File: config.mk
export PLATFORM = sky130hd
export DESIGN_NAME = scalar_mem_arbiter_flat
export DESIGN_NICKNAME = d
export VERILOG_FILES = /design/src/rtl/scalar_mem_arbiter_pkg.sv /design/src/rtl/scalar_mem_arbiter_if.sv /design/src/rtl/scalar_mem_arbiter_burst_addr_gen.sv /design/src/rtl/scalar_mem_arbiter.sv /design/src/flat_wrapper.sv
export SDC_FILE = /design/constraint.sdc
export NUM_CORES = 1
export LEC_CHECK = 0
export ABC_CLOCK_PERIOD_IN_PS = 4780
export CAP_MARGIN = 10
export CORE_ASPECT_RATIO = 0.5
export CORE_MARGIN = 5
export CORE_UTILIZATION = 42
export DETAILED_ROUTE_END_ITERATION = 7
export PLACE_DENSITY_LB_ADDON = 0.08
export SETUP_SLACK_MARGIN = 0.05
export SKIP_CTS_REPAIR_TIMING = 1
export SLEW_MARGIN = 5
export SYNTH_ARGS = -nofsm -noshare
export SYNTH_HDL_FRONTEND = slang
export SYNTH_SLANG_ARGS = --single-unit
export TNS_END_PERCENT = 20
File: constraint.sdc
create_clock -name clk -period 4.78 [get_ports clk]
set_clock_uncertainty 0.05 [all_clocks]
set_input_delay 1.434 -clock clk [delete_from_list [all_inputs] [get_ports clk]]
set_output_delay 1.434 -clock clk [all_outputs]
set_load 0.01 [all_outputs]
File: src/rtl/scalar_mem_arbiter_pkg.sv
// -----------------------------------------------------------------------------
// mem_arb_pkg
// Shared types and default parameters for the scalar data memory arbiter.
//   arb_state_t : arbiter FSM states
//   owner_t     : read-return owner tag
// -----------------------------------------------------------------------------
package mem_arb_pkg;

    localparam int unsigned DATA_W           = 24;
    localparam int unsigned DEF_MAX_BURST    = 16;
    localparam int unsigned DEF_STARVE_LIMIT = 4;

    typedef enum logic {
        IDLE  = 1'b0,
        BURST = 1'b1
    } arb_state_t;

    typedef enum logic {
        OWN_CORE = 1'b0,
        OWN_DMA  = 1'b1
    } owner_t;

endpackage

File: src/rtl/scalar_mem_arbiter_if.sv
// -----------------------------------------------------------------------------
// scalar_mem_arbiter_if
// Bundles the three buses around the arbiter:
//   core_* : MEM-stage single accesses (req/we/addr/wdata in, stall/rdata/rvalid out)
//   dma_*  : burst loader (req/we/addr/len/wdata/wvalid in,
//            gnt/beat/rdata/rvalid/done out)
//   mem_*  : scalar data port of the memory (addr/wdata/write/read out, rdata in)
// Modports:
//   slave  : arbiter view
//   master : view of the clients and the memory (testbench side)
// -----------------------------------------------------------------------------
interface scalar_mem_arbiter_if #(
    parameter int N     = 24,
    parameter int LEN_W = 4
);

    // core side
    logic             core_req;
    logic             core_we;
    logic [N-1:0]     core_addr;
    logic [N-1:0]     core_wdata;
    logic             core_stall;
    logic [N-1:0]     core_rdata;
    logic             core_rvalid;

    // loader side
    logic             dma_req;
    logic             dma_we;
    logic [N-1:0]     dma_addr;
    logic [LEN_W-1:0] dma_len;
    logic [N-1:0]     dma_wdata;
    logic             dma_wvalid;
    logic             dma_gnt;
    logic             dma_beat;
    logic [N-1:0]     dma_rdata;
    logic             dma_rvalid;
    logic             dma_done;

    // memory side
    logic [N-1:0]     mem_addr;
    logic [N-1:0]     mem_wdata;
    logic             mem_write;
    logic             mem_read;
    logic [N-1:0]     mem_rdata;

    modport slave (
        input  core_req, core_we, core_addr, core_wdata,
        output core_stall, core_rdata, core_rvalid,
        input  dma_req, dma_we, dma_addr, dma_len, dma_wdata, dma_wvalid,
        output dma_gnt, dma_beat, dma_rdata, dma_rvalid, dma_done,
        output mem_addr, mem_wdata, mem_write, mem_read,
        input  mem_rdata
    );

    modport master (
        output core_req, core_we, core_addr, core_wdata,
        input  core_stall, core_rdata, core_rvalid,
        output dma_req, dma_we, dma_addr, dma_len, dma_wdata, dma_wvalid,
        input  dma_gnt, dma_beat, dma_rdata, dma_rvalid, dma_done,
        input  mem_addr, mem_wdata, mem_write, mem_read,
        output mem_rdata
    );

endinterface

File: src/rtl/scalar_mem_arbiter_burst_addr_gen.sv
// -----------------------------------------------------------------------------
// burst_addr_gen
// Sequential address generator for loader bursts.
//   clk, rst   : clock, synchronous active-high reset
//   load_i     : capture base_i/len_i and restart at beat 0
//   advance_i  : a beat was issued this cycle
//   base_i     : burst base address
//   len_i      : burst length minus one
//   addr_o     : current beat address, base + beat count (wraps mod 2^N)
//   last_o     : current beat is the final one
// -----------------------------------------------------------------------------
module burst_addr_gen
    import mem_arb_pkg::*;
#(
    parameter int N     = DATA_W,
    parameter int LEN_W = 4
) (
    input  logic             clk,
    input  logic             rst,
    input  logic             load_i,
    input  logic             advance_i,
    input  logic [N-1:0]     base_i,
    input  logic [LEN_W-1:0] len_i,
    output logic [N-1:0]     addr_o,
    output logic             last_o
);

    logic [N-1:0]     base_q;
    logic [LEN_W-1:0] len_q;
    logic [LEN_W-1:0] cnt_q;
    logic [LEN_W-1:0] cnt_d;

    always_comb begin
        cnt_d = cnt_q;
        if (load_i) begin
            cnt_d = '0;
        end else if (advance_i) begin
            // Return to zero after the last beat so an idle generator is clean.
            cnt_d = last_o ? '0 : cnt_q + 1'b1;
        end
    end

    always_ff @(posedge clk) begin
        if (rst) begin
            base_q <= '0;
            len_q  <= '0;
            cnt_q  <= '0;
        end else begin
            if (load_i) begin
                base_q <= base_i;
                len_q  <= len_i;
            end
            cnt_q <= cnt_d;
        end
    end

    assign addr_o = base_q + N'(cnt_q);
    assign last_o = (cnt_q == len_q);

endmodule

File: src/rtl/scalar_mem_arbiter.sv
// -----------------------------------------------------------------------------
// scalar_mem_arbiter
// Shares the scalar data memory port between the core MEM stage (priority,
// single-cycle) and a burst loader (non-preemptible bursts, starvation guard).
//   clk, rst : clock, synchronous active-high reset
//   bus      : scalar_mem_arbiter_if.slave carrying the core_*, dma_* and
//              mem_* signals
//
// state | meaning
// IDLE  | core served combinationally; loader granted when core is quiet or
//       | the starvation counter has reached its limit
// BURST | loader beats issued back to back (write beats wait for dma_wvalid)
// -----------------------------------------------------------------------------
module scalar_mem_arbiter
    import mem_arb_pkg::*;
#(
    parameter int N            = DATA_W,
    parameter int MAX_BURST    = DEF_MAX_BURST,
    parameter int STARVE_LIMIT = DEF_STARVE_LIMIT
) (
    input  logic                 clk,
    input  logic                 rst,
    scalar_mem_arbiter_if.slave  bus
);

    localparam int LEN_W = $clog2(MAX_BURST);
    localparam int STV_W = $clog2(STARVE_LIMIT + 1);
    localparam logic [STV_W-1:0] STV_MAX = STV_W'(STARVE_LIMIT);

    arb_state_t       state_q, state_d;
    logic [STV_W-1:0] starve_q, starve_d;
    logic             we_q;
    logic             rd_pend_q;
    owner_t           tag_q;
    logic [N-1:0]     addr_hold_q;
    logic [N-1:0]     wdata_hold_q;

    logic             grant;
    logic             core_go;
    logic             beat;
    logic             done;
    logic [N-1:0]     gen_addr;
    logic             gen_last;
    logic [N-1:0]     mem_addr_c;
    logic [N-1:0]     mem_wdata_c;
    logic             mem_read_c;
    logic             mem_write_c;

    burst_addr_gen #(
        .N     (N),
        .LEN_W (LEN_W)
    ) u_addr_gen (
        .clk       (clk),
        .rst       (rst),
        .load_i    (grant),
        .advance_i (beat),
        .base_i    (bus.dma_addr),
        .len_i     (bus.dma_len),
        .addr_o    (gen_addr),
        .last_o    (gen_last)
    );

    // Decisions are gated by rst so the reset cycle itself shows reset values.
    always_comb begin
        state_d  = state_q;
        starve_d = starve_q;
        grant    = 1'b0;
        core_go  = 1'b0;
        beat     = 1'b0;
        done     = 1'b0;
        if (!rst) begin
            case (state_q)
                IDLE: begin
                    if (bus.dma_req && (!bus.core_req || starve_q == STV_MAX)) begin
                        grant    = 1'b1;
                        starve_d = '0;
                        state_d  = BURST;
                    end else if (bus.core_req) begin
                        core_go = 1'b1;
                        if (bus.dma_req && starve_q != STV_MAX) begin
                            starve_d = starve_q + 1'b1;
                        end
                    end
                end
                BURST: begin
                    beat = !we_q || bus.dma_wvalid;
                    if (beat && gen_last) begin
                        done    = 1'b1;
                        state_d = IDLE;
                    end
                end
                default: state_d = IDLE;
            endcase
        end
    end

    always_comb begin
        mem_write_c = (core_go && bus.core_we) || (beat && we_q);
        mem_read_c  = (core_go && !bus.core_we) || (beat && !we_q);
        // Address/data hold their last driven value when the port is idle.
        if (rst) begin
            mem_addr_c  = '0;
            mem_wdata_c = '0;
        end else if (core_go) begin
            mem_addr_c  = bus.core_addr;
            mem_wdata_c = bus.core_wdata;
        end else if (beat) begin
            mem_addr_c  = gen_addr;
            mem_wdata_c = we_q ? bus.dma_wdata : wdata_hold_q;
        end else begin
            mem_addr_c  = addr_hold_q;
            mem_wdata_c = wdata_hold_q;
        end
    end

    always_ff @(posedge clk) begin
        if (rst) begin
            state_q      <= IDLE;
            starve_q     <= '0;
            we_q         <= 1'b0;
            rd_pend_q    <= 1'b0;
            tag_q        <= OWN_CORE;
            addr_hold_q  <= '0;
            wdata_hold_q <= '0;
        end else begin
            state_q      <= state_d;
            starve_q     <= starve_d;
            rd_pend_q    <= mem_read_c;
            addr_hold_q  <= mem_addr_c;
            wdata_hold_q <= mem_wdata_c;
            if (grant) begin
                we_q <= bus.dma_we;
            end
            if (mem_read_c) begin
                tag_q <= core_go ? OWN_CORE : OWN_DMA;
            end
        end
    end

    assign bus.mem_addr    = mem_addr_c;
    assign bus.mem_wdata   = mem_wdata_c;
    assign bus.mem_write   = mem_write_c;
    assign bus.mem_read    = mem_read_c;

    assign bus.core_stall  = !rst && bus.core_req && !core_go;
    assign bus.dma_gnt     = grant;
    assign bus.dma_beat    = beat;
    assign bus.dma_done    = done;

    // Memory returns data the cycle after the read; the tag picks the owner.
    assign bus.core_rvalid = !rst && rd_pend_q && (tag_q == OWN_CORE);
    assign bus.dma_rvalid  = !rst && rd_pend_q && (tag_q == OWN_DMA);
    assign bus.core_rdata  = bus.core_rvalid ? bus.mem_rdata : '0;
    assign bus.dma_rdata   = bus.dma_rvalid ? bus.mem_rdata : '0;

endmodule
File: src/flat_wrapper.sv
// flat-port wrapper written by rule: the top's interface ports become plain ports
module scalar_mem_arbiter_flat import mem_arb_pkg::*;
#(
    parameter int N            = DATA_W,
    parameter int MAX_BURST    = DEF_MAX_BURST,
    parameter int STARVE_LIMIT = DEF_STARVE_LIMIT
)
  (clk, rst, bus_core_req, bus_core_we, bus_core_addr, bus_core_wdata, bus_core_stall, bus_core_rdata, bus_core_rvalid, bus_dma_req, bus_dma_we, bus_dma_addr, bus_dma_len, bus_dma_wdata, bus_dma_wvalid, bus_dma_gnt, bus_dma_beat, bus_dma_rdata, bus_dma_rvalid, bus_dma_done, bus_mem_addr, bus_mem_wdata, bus_mem_write, bus_mem_read, bus_mem_rdata);
  scalar_mem_arbiter_if #(.N(N)) bus_i ();
  input  logic clk;
  input  logic rst;
  input wire logic [$bits(bus_i.core_req)-1:0] bus_core_req;
  input wire logic [$bits(bus_i.core_we)-1:0] bus_core_we;
  input wire logic [$bits(bus_i.core_addr)-1:0] bus_core_addr;
  input wire logic [$bits(bus_i.core_wdata)-1:0] bus_core_wdata;
  output wire logic [$bits(bus_i.core_stall)-1:0] bus_core_stall;
  output wire logic [$bits(bus_i.core_rdata)-1:0] bus_core_rdata;
  output wire logic [$bits(bus_i.core_rvalid)-1:0] bus_core_rvalid;
  input wire logic [$bits(bus_i.dma_req)-1:0] bus_dma_req;
  input wire logic [$bits(bus_i.dma_we)-1:0] bus_dma_we;
  input wire logic [$bits(bus_i.dma_addr)-1:0] bus_dma_addr;
  input wire logic [$bits(bus_i.dma_len)-1:0] bus_dma_len;
  input wire logic [$bits(bus_i.dma_wdata)-1:0] bus_dma_wdata;
  input wire logic [$bits(bus_i.dma_wvalid)-1:0] bus_dma_wvalid;
  output wire logic [$bits(bus_i.dma_gnt)-1:0] bus_dma_gnt;
  output wire logic [$bits(bus_i.dma_beat)-1:0] bus_dma_beat;
  output wire logic [$bits(bus_i.dma_rdata)-1:0] bus_dma_rdata;
  output wire logic [$bits(bus_i.dma_rvalid)-1:0] bus_dma_rvalid;
  output wire logic [$bits(bus_i.dma_done)-1:0] bus_dma_done;
  output wire logic [$bits(bus_i.mem_addr)-1:0] bus_mem_addr;
  output wire logic [$bits(bus_i.mem_wdata)-1:0] bus_mem_wdata;
  output wire logic [$bits(bus_i.mem_write)-1:0] bus_mem_write;
  output wire logic [$bits(bus_i.mem_read)-1:0] bus_mem_read;
  input wire logic [$bits(bus_i.mem_rdata)-1:0] bus_mem_rdata;
  assign bus_i.core_req = bus_core_req;
  assign bus_i.core_we = bus_core_we;
  assign bus_i.core_addr = bus_core_addr;
  assign bus_i.core_wdata = bus_core_wdata;
  assign bus_core_stall = bus_i.core_stall;
  assign bus_core_rdata = bus_i.core_rdata;
  assign bus_core_rvalid = bus_i.core_rvalid;
  assign bus_i.dma_req = bus_dma_req;
  assign bus_i.dma_we = bus_dma_we;
  assign bus_i.dma_addr = bus_dma_addr;
  assign bus_i.dma_len = bus_dma_len;
  assign bus_i.dma_wdata = bus_dma_wdata;
  assign bus_i.dma_wvalid = bus_dma_wvalid;
  assign bus_dma_gnt = bus_i.dma_gnt;
  assign bus_dma_beat = bus_i.dma_beat;
  assign bus_dma_rdata = bus_i.dma_rdata;
  assign bus_dma_rvalid = bus_i.dma_rvalid;
  assign bus_dma_done = bus_i.dma_done;
  assign bus_mem_addr = bus_i.mem_addr;
  assign bus_mem_wdata = bus_i.mem_wdata;
  assign bus_mem_write = bus_i.mem_write;
  assign bus_mem_read = bus_i.mem_read;
  assign bus_i.mem_rdata = bus_mem_rdata;
  scalar_mem_arbiter #(.N(N), .MAX_BURST(MAX_BURST), .STARVE_LIMIT(STARVE_LIMIT)) u_core (.clk(clk), .rst(rst), .bus(bus_i));
endmodule
==> results.toml <==
[place]
port_buffers = 234
gp_congestion = 0.792
dpl.hpwl_um = 13100
dpl.cell_count = 1068

[global_route]
grt_pass1_vias = 5621
track_usage = 0.245
grt_max_degree = 62
antenna_found_initial = 0
grt_pass1_wl_um = 28400
overflow = 0

[timing]
relSlewSlack = 0.595
slew_violations = 0
whs_ns = 0.422
finalHoldViolCount = 0
min_period_over_period = 0.973
worst_pin_slew_ns = 0.608
fmax_ghz = 0.215
rsz0062_at_grt = "false"
fin_crit_ns = 4.65
setup_viol_count_final = 0

[floorplan]
die_y_um = 87.0
rows = 28
dieWidth_um = 164
top_level_ports = 235
initial_core_util = 0.426
core_area_sq_mm = 0.0117
fp.dieArea_sq_mm = 0.0143

[route]
ant_nets = 0
first_pass_iters = 6
drt_iter0_drc = 363
vias_per_cell = 5.45
routedWlPerCell_um = 17.2
wirelength_um = 18800
drc = 0
vias = 5952

[finish]
final_cell_mix = "182 x clkdlybuf4s50_1, 102 x nand2_1, 86 x dfxtp_1"
instances_no_fill = 1092
multi_input_area_sq_mm = 0.00304
fillCellCount = 910
final-seq-area_sq_mm = 0.00174
area_growth_pct = 74.1
final_common_cell = "clkdlybuf4s50_1"
num_antenna_cells = 0
layout.nets = 1062
drive_above_1_share = 0.143

[run_status]
outcome = "finished clean"

[yosys]
yosys_warnings = 0
syn_area_sq_mm = 0.00498
ys_seq_elements = 87
synth_edf_count = 0
avgSynthCellArea_sq_um = 7.67
synthCells = 649
ys_seq_area_frac = 0.350
synth_fp_nets = 788
ys_types = 51
synth-main-ff-cell = "dfxtp_1"
async_flop_share = 0

[power]
power.switching_uw = 522
comb_power_share = 0.233
irDropWorstVdd_v = 0.000179
p_sw_frac = 0.267
power.internal_uw = 1430
power_per_cell_area_mw_per_mm2 = 225
seqPwrFrac = 0.405
power.total_uw = 1960
leakage_uw = 0.00399
clock_power_share = 0.362

[critical_path]
start_kind = "primary input"
required_ns = 3.30
path_class = "in2out"
worstPathArrival_ns = 3.17
critPathMaxStageDelay_ns = 0.49
cp_slowest_cell = "clkdlybuf4s50_1"
worstPathMaxFanout = 6
crit_path_cell_trace = "dlymetal6s2s_1, and3_4, or3_4, buf_4, nand3_1, a21boi_2, o22ai_1, clkdlybuf4s50_1"
worst_setup_path_end_kind = "primary output"

[clock_network]
clk_pin_slew_worst_paths_ns = 0.06
numClockSinks = 87
cts_inserted_buffers = 9
h-tree-depth = 3
root_buffer = "clkbuf_16"
cts_tree = "built"
insertion_delay_ns = 0.34
cts_buffer_depth = 2

[worst_hold_path]
hold_path_class = "reg2reg"

[flow_run]
drv_cap = 0
stage by stage:
step	util	cell area, sq um	setup TNS [ns]	setup WS [ns]
2_1_floorplan	-	4980	0	0.342
3_3_place_gp	0.684	8010	-17.28	-0.443
3_5_place_dp	0.684	8010	-18.62	-0.479
4_1_cts	0.709	8300	-19.31	-0.489
5_1_grt	0.741	8670	0	0.0501
6_report	0.741	8670	0	0.129
sequential cells by signal (all words and copies together), names as in the netlist:
register	count
u_core.u_addr_gen.base_q	24
u_core.u_addr_gen.len_q	4
u_core.starve_q	3
u_core.tag_q	1
u_core.we_q	1
u_core.rd_pend_q	1
u_core.wdata_hold_q	24
u_core.state_q	1
u_core.addr_hold_q	24
u_core.u_addr_gen.cnt_q	4
per-layer routing:
layer | vias up | global-route usage | wire length, um
li1 | 2897 | - | -
met1 | 2795 | 0.313 | 8030
met2 | 238 | 0.430 | 9010
met3 | 22 | 0.0530 | 1460
met4 | 0 | 0.0563 | 255
met5 | - | 0 | 0
area by class of cell:
class | instances | area share
inverters | 9 | 0.00635
clock buffers | 9 | 0.0260
multi-input cells | 495 | 0.350
repair buffers | 321 | 0.385
clock inverters | 6 | 0.00793
well taps | 165 | 0.0238
flip-flops and latches | 87 | 0.201
cells in the mapped netlist (all sizes together), types with 5 or more instances:
master  count  area share
nand4       6      0.0088
o21ai      29       0.029
xnor2       8       0.014
nor3        7      0.0070
nand2     104       0.078
clkbuf     45       0.034
o22ai      10       0.013
dfxtp      87        0.35
nand2b      5      0.0063
a31oi       7      0.0088
ha          7       0.018
nor2       39       0.029
or3         7      0.0088
and4        8       0.014
a311oi     50       0.088
nand3      44       0.047
a21boi      5      0.0075
inv         8      0.0060
xor2       14       0.025
buf        13       0.015
and2       51       0.064
a21oi      48       0.048
o211ai      6      0.0090
and3        6      0.0078
cells by family after synthesis:
family	count (synthesis)	synth area share
DFF	87	0.350
adders and majority gates	8	0.0216
xor gates and xnor gates	22	0.0387
buffers and inverters	67	0.0580
AOI/OAI and AO/OA	176	0.239
and+or+nand+nor	287	0.289
muxes	2	0.00402
power by group through the flow:
stage	clock network, uW	logic [uW]	registers, uW
2_1_floorplan	0	182	799
3_3_place_gp	0	437	805
3_5_place_dp	0	442	807
4_1_cts	723	446	791
5_1_grt	755	493	796
6_report	709	455	792
worst max-delay path, delay by kind of cell:
family          cells  cell delay (ns)
compound gates      2             0.26
buf+inv             3             0.81
simple gates        3             0.66
final timing paths:
kind / from / endpoint / slack (ns) / depth (start not counted)
worst max-delay path: bus_dma_req / bus_mem_addr[16] / 0.13 / 8
worst max register to register: u_core.u_addr_gen.cnt_q[0] / u_core.addr_hold_q[18] / 2.37 / 8
worst min register to register: u_core.u_addr_gen.len_q[1] / u_core.u_addr_gen.len_q[1] / 0.42 / 2
worst min-delay path: u_core.u_addr_gen.len_q[1] / u_core.u_addr_gen.len_q[1] / 0.42 / 2
(Power assumes the default switching activity.)
